**src/rtl/fnn_pkg.sv**
```systemverilog
// Shared types and helpers for the feed-forward network weight path.
package fnn_pkg;

  // Sequencer states for the weight fetch engine.
  typedef enum logic [1:0] {
    WF_IDLE  = 2'd0,
    WF_FETCH = 2'd1,
    WF_DRAIN = 2'd2
  } wf_state_t;

  // Weight word, Q-format carried through without interpretation.
  localparam int WF_DATA_W = 16;
  typedef logic [WF_DATA_W-1:0] weight_t;

  // Circular pointer increment for buffers whose depth need not be a power of two.
  function automatic int unsigned wrap_inc(input int unsigned ptr, input int unsigned depth);
    return (ptr == depth - 1) ? 0 : ptr + 1;
  endfunction

endpackage

```
**src/rtl/fetch_skid_fifo.sv**
```systemverilog
// Small synchronous FIFO used as the skid buffer between memory read data and the MAC.
// Simultaneous push and pop is legal at any occupancy, including full.
module fetch_skid_fifo
  import fnn_pkg::*;
#(
  parameter int width = 17,
  parameter int depth = 2,
  parameter int CNT_W = $clog2(depth + 1)
) (
  input  logic             clk,
  input  logic             rst,
  input  logic             push,
  input  logic [width-1:0] push_data,
  input  logic             pop,
  output logic [width-1:0] pop_data,
  output logic             full,
  output logic             empty,
  output logic [CNT_W-1:0] count
);

  localparam int PTR_W = (depth > 1) ? $clog2(depth) : 1;

  logic [width-1:0] storage [depth];
  logic [PTR_W-1:0] wr_ptr;
  logic [PTR_W-1:0] rd_ptr;
  logic             do_pop;

  assign do_pop   = pop & ~empty;
  assign full     = (count == CNT_W'(depth));
  assign empty    = (count == '0);
  assign pop_data = storage[rd_ptr];

  // Data array write; entries become visible only through count.
  // NOTE: the storage array has no reset -- the pointers and count define which entries are live,
  // so clearing them is enough and the array stays plain RAM/flops without a reset tree.
  always_ff @(posedge clk) begin
    if (push) storage[wr_ptr] <= push_data;
  end

  // Pointer and occupancy bookkeeping.
  // NOTE: sequential state uses non-blocking assignments so every flop samples pre-edge values.
  always_ff @(posedge clk) begin
    if (rst) begin
      wr_ptr <= '0;
      rd_ptr <= '0;
      count  <= '0;
    end else begin
      if (push)   wr_ptr <= PTR_W'(wrap_inc(int'(wr_ptr), depth));
      if (do_pop) rd_ptr <= PTR_W'(wrap_inc(int'(rd_ptr), depth));
      case ({push, do_pop})
        2'b10:   count <= count + CNT_W'(1);
        2'b01:   count <= count - CNT_W'(1);
        default: count <= count;
      endcase
    end
  end

endmodule

```
**src/rtl/weight_fetch_seq.sv**
```systemverilog
// Weight fetch sequencer: walks a registered-read weight memory from address 0 to
// numWeight-1 and streams the words to the neuron MAC over valid/ready. A read is only
// issued when the skid buffer is guaranteed a free slot for its data, so MAC stalls
// never lose an in-flight word.
module weight_fetch_seq
  import fnn_pkg::*;
#(
  parameter int numWeight    = 30,
  parameter int addressWidth = $clog2(numWeight),
  parameter int dataWidth    = 16,
  parameter int skidDepth    = 2
) (
  input  logic                    clk,
  input  logic                    rst,
  input  logic                    start,
  output logic                    busy,
  output logic                    done,
  output logic                    mem_ren,
  output logic [addressWidth-1:0] mem_radd,
  input  logic [dataWidth-1:0]    mem_rdata,
  output logic [dataWidth-1:0]    w_data,
  output logic                    w_valid,
  input  logic                    w_ready,
  output logic                    w_last
);

  localparam int CNT_W = $clog2(skidDepth + 1);

  wf_state_t               state;
  logic [addressWidth-1:0] rd_cnt;
  logic                    inflight;
  logic                    inflight_last;
  logic                    at_last;
  logic                    pop;
  logic                    fifo_full;
  logic                    fifo_empty;
  logic [CNT_W-1:0]        fifo_count;
  logic [dataWidth:0]      head;
  logic [CNT_W:0]          pending;
  logic [CNT_W:0]          limit;

  assign at_last  = (rd_cnt == addressWidth'(numWeight - 1));
  assign pop      = w_valid & w_ready;
  assign busy     = (state != WF_IDLE);
  assign mem_radd = rd_cnt;

  // Credit: buffered words plus the word in flight, minus the one leaving now, must stay below depth.
  assign pending = {1'b0, fifo_count} + (CNT_W + 1)'(inflight);
  assign limit   = (CNT_W + 1)'(skidDepth) + (CNT_W + 1)'(pop);
  assign mem_ren = (state == WF_FETCH) && (pending < limit);

  assign w_valid = ~fifo_empty;
  assign {w_last, w_data} = head;

  // Sequencer FSM, read counter, in-flight tracking and completion pulse.
  always_ff @(posedge clk) begin
    if (rst) begin
      state         <= WF_IDLE;
      rd_cnt        <= '0;
      inflight      <= 1'b0;
      inflight_last <= 1'b0;
      done          <= 1'b0;
    end else begin
      done          <= 1'b0;
      inflight      <= mem_ren;
      inflight_last <= mem_ren & at_last;
      case (state)
        WF_IDLE: begin
          rd_cnt <= '0;
          if (start) state <= WF_FETCH;
        end
        WF_FETCH: begin
          // The counter parks on the last address instead of wrapping.
          if (mem_ren) begin
            if (at_last) state <= WF_DRAIN;
            else         rd_cnt <= rd_cnt + addressWidth'(1);
          end
        end
        WF_DRAIN: begin
          if (pop && w_last) begin
            state  <= WF_IDLE;
            rd_cnt <= '0;
            done   <= 1'b1;
          end
        end
        default: state <= WF_IDLE;
      endcase
    end
  end

  // The credit rule must make a push into a full buffer impossible unless a pop frees a slot.
  always_ff @(posedge clk) begin
    if (!rst) assert (!(inflight && fifo_full && !pop));
  end

  // Memory data is only captured the cycle after a read; otherwise wout is stale.
  fetch_skid_fifo #(
    .width (dataWidth + 1),
    .depth (skidDepth)
  ) u_skid (
    .clk       (clk),
    .rst       (rst),
    .push      (inflight),
    .push_data ({inflight_last, mem_rdata}),
    .pop       (pop),
    .pop_data  (head),
    .full      (fifo_full),
    .empty     (fifo_empty),
    .count     (fifo_count)
  );

endmodule

```
**config.mk**
```make
export PLATFORM = sky130hd
export DESIGN_NAME = weight_fetch_seq
export DESIGN_NICKNAME = d
export VERILOG_FILES = /design/src/rtl/fnn_pkg.sv /design/src/rtl/fetch_skid_fifo.sv /design/src/rtl/weight_fetch_seq.sv
export SDC_FILE = /design/constraint.sdc
export NUM_CORES = 1
export LEC_CHECK = 0
export ABC_AREA = 1
export BUFFER_PORTS_ARGS = -buffer_cell sky130_fd_sc_hd__buf_2
export CORE_MARGIN = 2
export CORE_UTILIZATION = 57
export DETAILED_ROUTE_END_ITERATION = 8
export PLACE_DENSITY = 0.84
export SETUP_SLACK_MARGIN = 0.15
export SKIP_LAST_GASP = 1
export SYNTH_ARGS = -nofsm -noshare
export SYNTH_HDL_FRONTEND = slang
export SYNTH_SLANG_ARGS = --single-unit
```
**constraint.sdc**
```tcl
create_clock -name clk -period 3.8 [get_ports clk]
set_input_delay 0.76 -clock clk [delete_from_list [all_inputs] [get_ports clk]]
set_output_delay 0.76 -clock clk [all_outputs]
set_load 0.05 [all_outputs]
```
* Yosys cells after proc, flatten, opt, wreduce, memory -nomap -nowiden
Memories as Yosys holds them, arrays and structs flattened. A register that Yosys moved wholly into a read port is not among the register bits.
Index checks and enable logic that the tools add are counted.
** Word-level totals
- Flip-flop bits (word level) :: 14
- Bits in writable memories :: 34
- Bits of input ports :: 20
- Output and inout bits :: 26
- Logic and storage cells :: 59
- Memories :: 1
** Memories
- u_skid.storage :: depth 2, width 17, rd ports 1, clocked after Yosys merged registers in 1, write ports 1, line fetch_skid_fifo.sv:23 : logic [width-1:0] storage [depth];
** Cells by class
- Add/subtract/negate cells :: 7
- Order comparisons :: 1
- Eq/ne operators :: 10
- Mux-type cells :: 17
- Bitwise gates (word level) :: 5
- Reductions and logical operators :: 10
** Operators by type and width (count)
- 5-bit 2-to-1 mux :: 3
- 5-bit case mux with 3 select lines :: 1
- 2-bit inequality test (second input constant) :: 5
- 2-bit 2-to-1 mux :: 4
- 4-bit AND reduction :: 2
- 1-bit 2-to-1 mux :: 7
- 2-bit case mux with 3 select lines :: 1
- 5-bit by 1-bit adder with 5-bit output (second input constant) :: 1
- 5-bit equality test (second input constant) :: 1
- 2-bit by 1-bit equality test with 1-bit output (second input constant) :: 2
- 2-bit equality test (second input constant) :: 2
- 2-bit zero test :: 2
- 2-bit case mux with 2 select lines :: 1
- 2-bit nonzero test :: 2
- 2-bit by 1-bit adder with 3-bit output :: 1
- 2-bit by 1-bit adder with 3-bit output (first input constant) :: 1
- 1-bit bitwise AND :: 3
- 3-bit < comparator :: 1
- 3-bit nonzero test :: 1
- 1-bit adder (second input constant) :: 2
- 2-bit by 1-bit adder with 2-bit output (second input constant) :: 1
- 1-bit logical AND :: 2
- 1-bit NOT :: 2
- 2-bit OR reduction :: 1
- 2-bit by 1-bit subtractor with 2-bit output (second input constant) :: 1

* Logic depth before layout (Yosys ltp)
- Word-level depth :: 8
- Gate-level depth with buffers :: 10
- Gate-level depth less buffers :: 10

* Cells and area by module
Synthesis repeated with hierarchy kept, for this count alone.
** Unflattened totals
- Cells, all modules :: 181
- Area, all modules :: 2135.8 um^2
** By module, submodules not included
- fetch_skid_fifo :: times used 1, cells an instance 90, area each 1516.5 um^2, sequential area each 1121.1 um^2
- weight_fetch_seq :: times used 1, cells an instance 91, area each 619.3 um^2, sequential area each 200.2 um^2

* Least setup slack after synthesis
OpenSTA, ideal clock, no wires.
- Path type :: input -> output
- Start :: input port w_ready
- End :: output port mem_ren
- Arrival time :: 1.399 ns
- Required time :: 3.040 ns
- Path slack :: 1.641 ns
- Cell stages on the path :: 4
- Path buffers :: 0
- Cells stage by stage :: nand3_2 -> nand2_2 -> nand2_4 -> nor2_2
** On the way
- Word-level cells in the longest chain between the ends :: 4
** RTL lines
- start: declaration :: line weight_fetch_seq.sv:23 : input logic w_ready,
- 1-bit bitwise AND :: line weight_fetch_seq.sv:43 : assign pop = w_valid & w_ready;
- 2-bit by 1-bit adder with 3-bit output :: line weight_fetch_seq.sv:49 : assign limit = (CNT_W + 1)'(skidDepth) + (CNT_W + 1)'(pop);
- 3-bit < comparator :: line weight_fetch_seq.sv:50 : assign mem_ren = (state == WF_FETCH) && (pending < limit);
- 1-bit logical AND :: line weight_fetch_seq.sv:50
- end: declaration :: line weight_fetch_seq.sv:18 : output logic mem_ren,
Every way passes these cells.

==> metrics <==
Crit Path Category=register to output port; RSZ-0062 raised after global routing=false; XOR/XNOR Fraction of Synth Area=0.00416; Fill cells=271; Die H=64.8 um; postcts setup bufs=0; crit-path leading delay family=flip-flops; Compound-Gate Fraction of Synth Area=0.0351; P&R area growth vs syn=19.3%; Clock Sinks=49; Tmin final=2.58 ns; Max Buffers Root-to-Sink=2; nets=247; Placer Congestion=0.789; Die X=64.8 um; mapped cell area=0.00211 mm^2; r2r setup slk=1.98 ns; sequential fraction of the synthesis area=0.627; Iter 0 DRT Violations=44; Final Skew=0.00345 ns; initial antenna violation count=0; Detail Route Antenna Nets=0; Post-Syn Nets=197; I/O pins=46; share of cells above drive strength 1=0.399; Max H-tree Level=2; commonest cells after routing, fill and taps aside=buf_2 (45), edfxtp_1 (34), nand2_1 (22); maximum vdd drop=0.379 mV; CTS buffer count=5; Least-Margin Pin Slew=0.801 ns; post-synthesis simple-gate area fraction=0.166; WL/cell=12.6 um; power per cell area=583 mW/mm^2; Tot Pwr=1.46 mW; WP buf/inv=1; Setup TNS=0 ns; DRC Markers=0; vias in the first global route=1359; max incr delay on CP=0.85 ns; CP cell instances=nand2_1, o21ai_4, buf_2; yosys warns=0; port bufs=45; global-route wire length before repair=5.78 mm; Pre-Repair DR Iteration Count=4; arrival time worst endpoint=1.82 ns; number of synthesized register bits=49; Pleak=1.09 nW; post-CTS sizing=0; max cap viols=0; crit start category=register; routed vias=1346; Tot GR Track Use=0.184; largest family of logic cells by synthesized area=simple AND/OR/NAND/NOR gates; Critical Path RT=3.04 ns; worst skew pair latency=0.30 ns; diode count=0; pin count of the biggest net entering global routing=19; Final Slew Violations=0; CP Capture Type=output port; total grt overflow=0; fmax=0.388 GHz; Synth Area in Adders=0.0297; fin crit share=0.679; clock root cell=clkbuf_8; most common cell after layout, fill and taps aside=buf_2; hold buffers post-CTS=0; TritonCTS clock tree=built; Hold Fails Final Rpt=0; Mapped Cells=172; Initial Util=0.584; Final Util=0.697; CTS clk-pin slew, worst paths=0.09 ns; Max-slew headroom=0.465; CP max-delay cell=dfxtp_1; vias per cell=4.97; outcome=finished clean; mean post-synth cell area=12.2 um^2; placed wire-length estimate=2.40 mm; Max FO, Critical Path=18; drt total wl=3.41 mm; die footprint=0.00420 mm^2; # setup viols final=0; row count=22; Hold Path Class=register to register; Netlist cell types=28; mux share of post-synthesis cell area=0.0856; Std-Cell Core Area=0.00361 mm^2
## state kept, by name, summed over array words and instances (netlist names), named ones only
name,cells
u_skid.wr_ptr,1
u_skid.rd_ptr,1
inflight_last,1
state,2
u_skid.count,2
mem_radd,5
done,1
inflight,1
u_skid.storage,34
## cell usage after synthesis, drive strengths merged
cell type,count,area [um^2]
edfxtp,34,1020
nand2,27,129
inv,22,85.1
nor2,20,87.6
mux2,16,180
dfxtp,15,300
nand3,9,80.1
nand4,6,37.5
a21oi,5,25.0
ha,5,62.6
o21ai,5,40.0
buf,3,23.8
nor3,2,10.0
nor4,1,6.26
o21a,1,8.76
xor2,1,8.76
## metrics by stage
stage	std cells	setup slack (ns)	area, um^2	hold slack [ns]
5_1_grt	271	1.08	2510	0.440
3_3_place_gp	263	1.55	2370	0.409
6_report	271	1.22	2510	0.439
4_1_cts	271	1.18	2510	0.435
3_5_place_dp	263	1.53	2370	0.414
2_1_floorplan	172	1.64	2110	0.404
## where the power goes
group	switching [mW]	internal, mW
logic	0.269	0.110
registers	0.0398	0.612
clock network	0.168	0.265
## layer usage
layer | GRT usage | vias to the layer above | wire (um)
met3 | 0.0347 | 6 | 164
met1 | 0.200 | 622 | 1440
met5 | 0 | - | 0
met4 | 0.0878 | 0 | 62
met2 | 0.340 | 33 | 1740
li1 | - | 685 | -
## kinds of logic (layout without fill, tap and decap cells)
group | count (synthesis) | after routing
xor gates and xnor gates | 1 | 1
buffers and inverters | 25 | 76
AOI/OAI and AO/OA | 11 | 11
DFF | 49 | 49
adders and majority gates | 5 | 5
and+or+nand+nor | 65 | 65
muxes | 16 | 16
## final cells by class
class | instances | area, um^2 | share of cell area
Inverter | 22 | 85.1 | 0.0339
Sequential cell | 49 | 1320 | 0.526
Multi-Input combinational cell | 98 | 676 | 0.269
Clock inverter | 3 | 68.8 | 0.0274
Tap cell | 48 | 60.1 | 0.0239
Timing Repair Buffer | 46 | 233 | 0.0926
Clock buffer | 5 | 68.8 | 0.0274
## final timing paths
path | startpoint | endpoint | cells past startpoint
max | register | w_last | 3
min reg2reg | inflight_last | u_skid.storage[0][16] | 0
min | inflight_last | u_skid.storage[0][16] | 0
max reg2reg | register | state[0] | 7
Note: power is estimated with default switching activity, not from simulation.
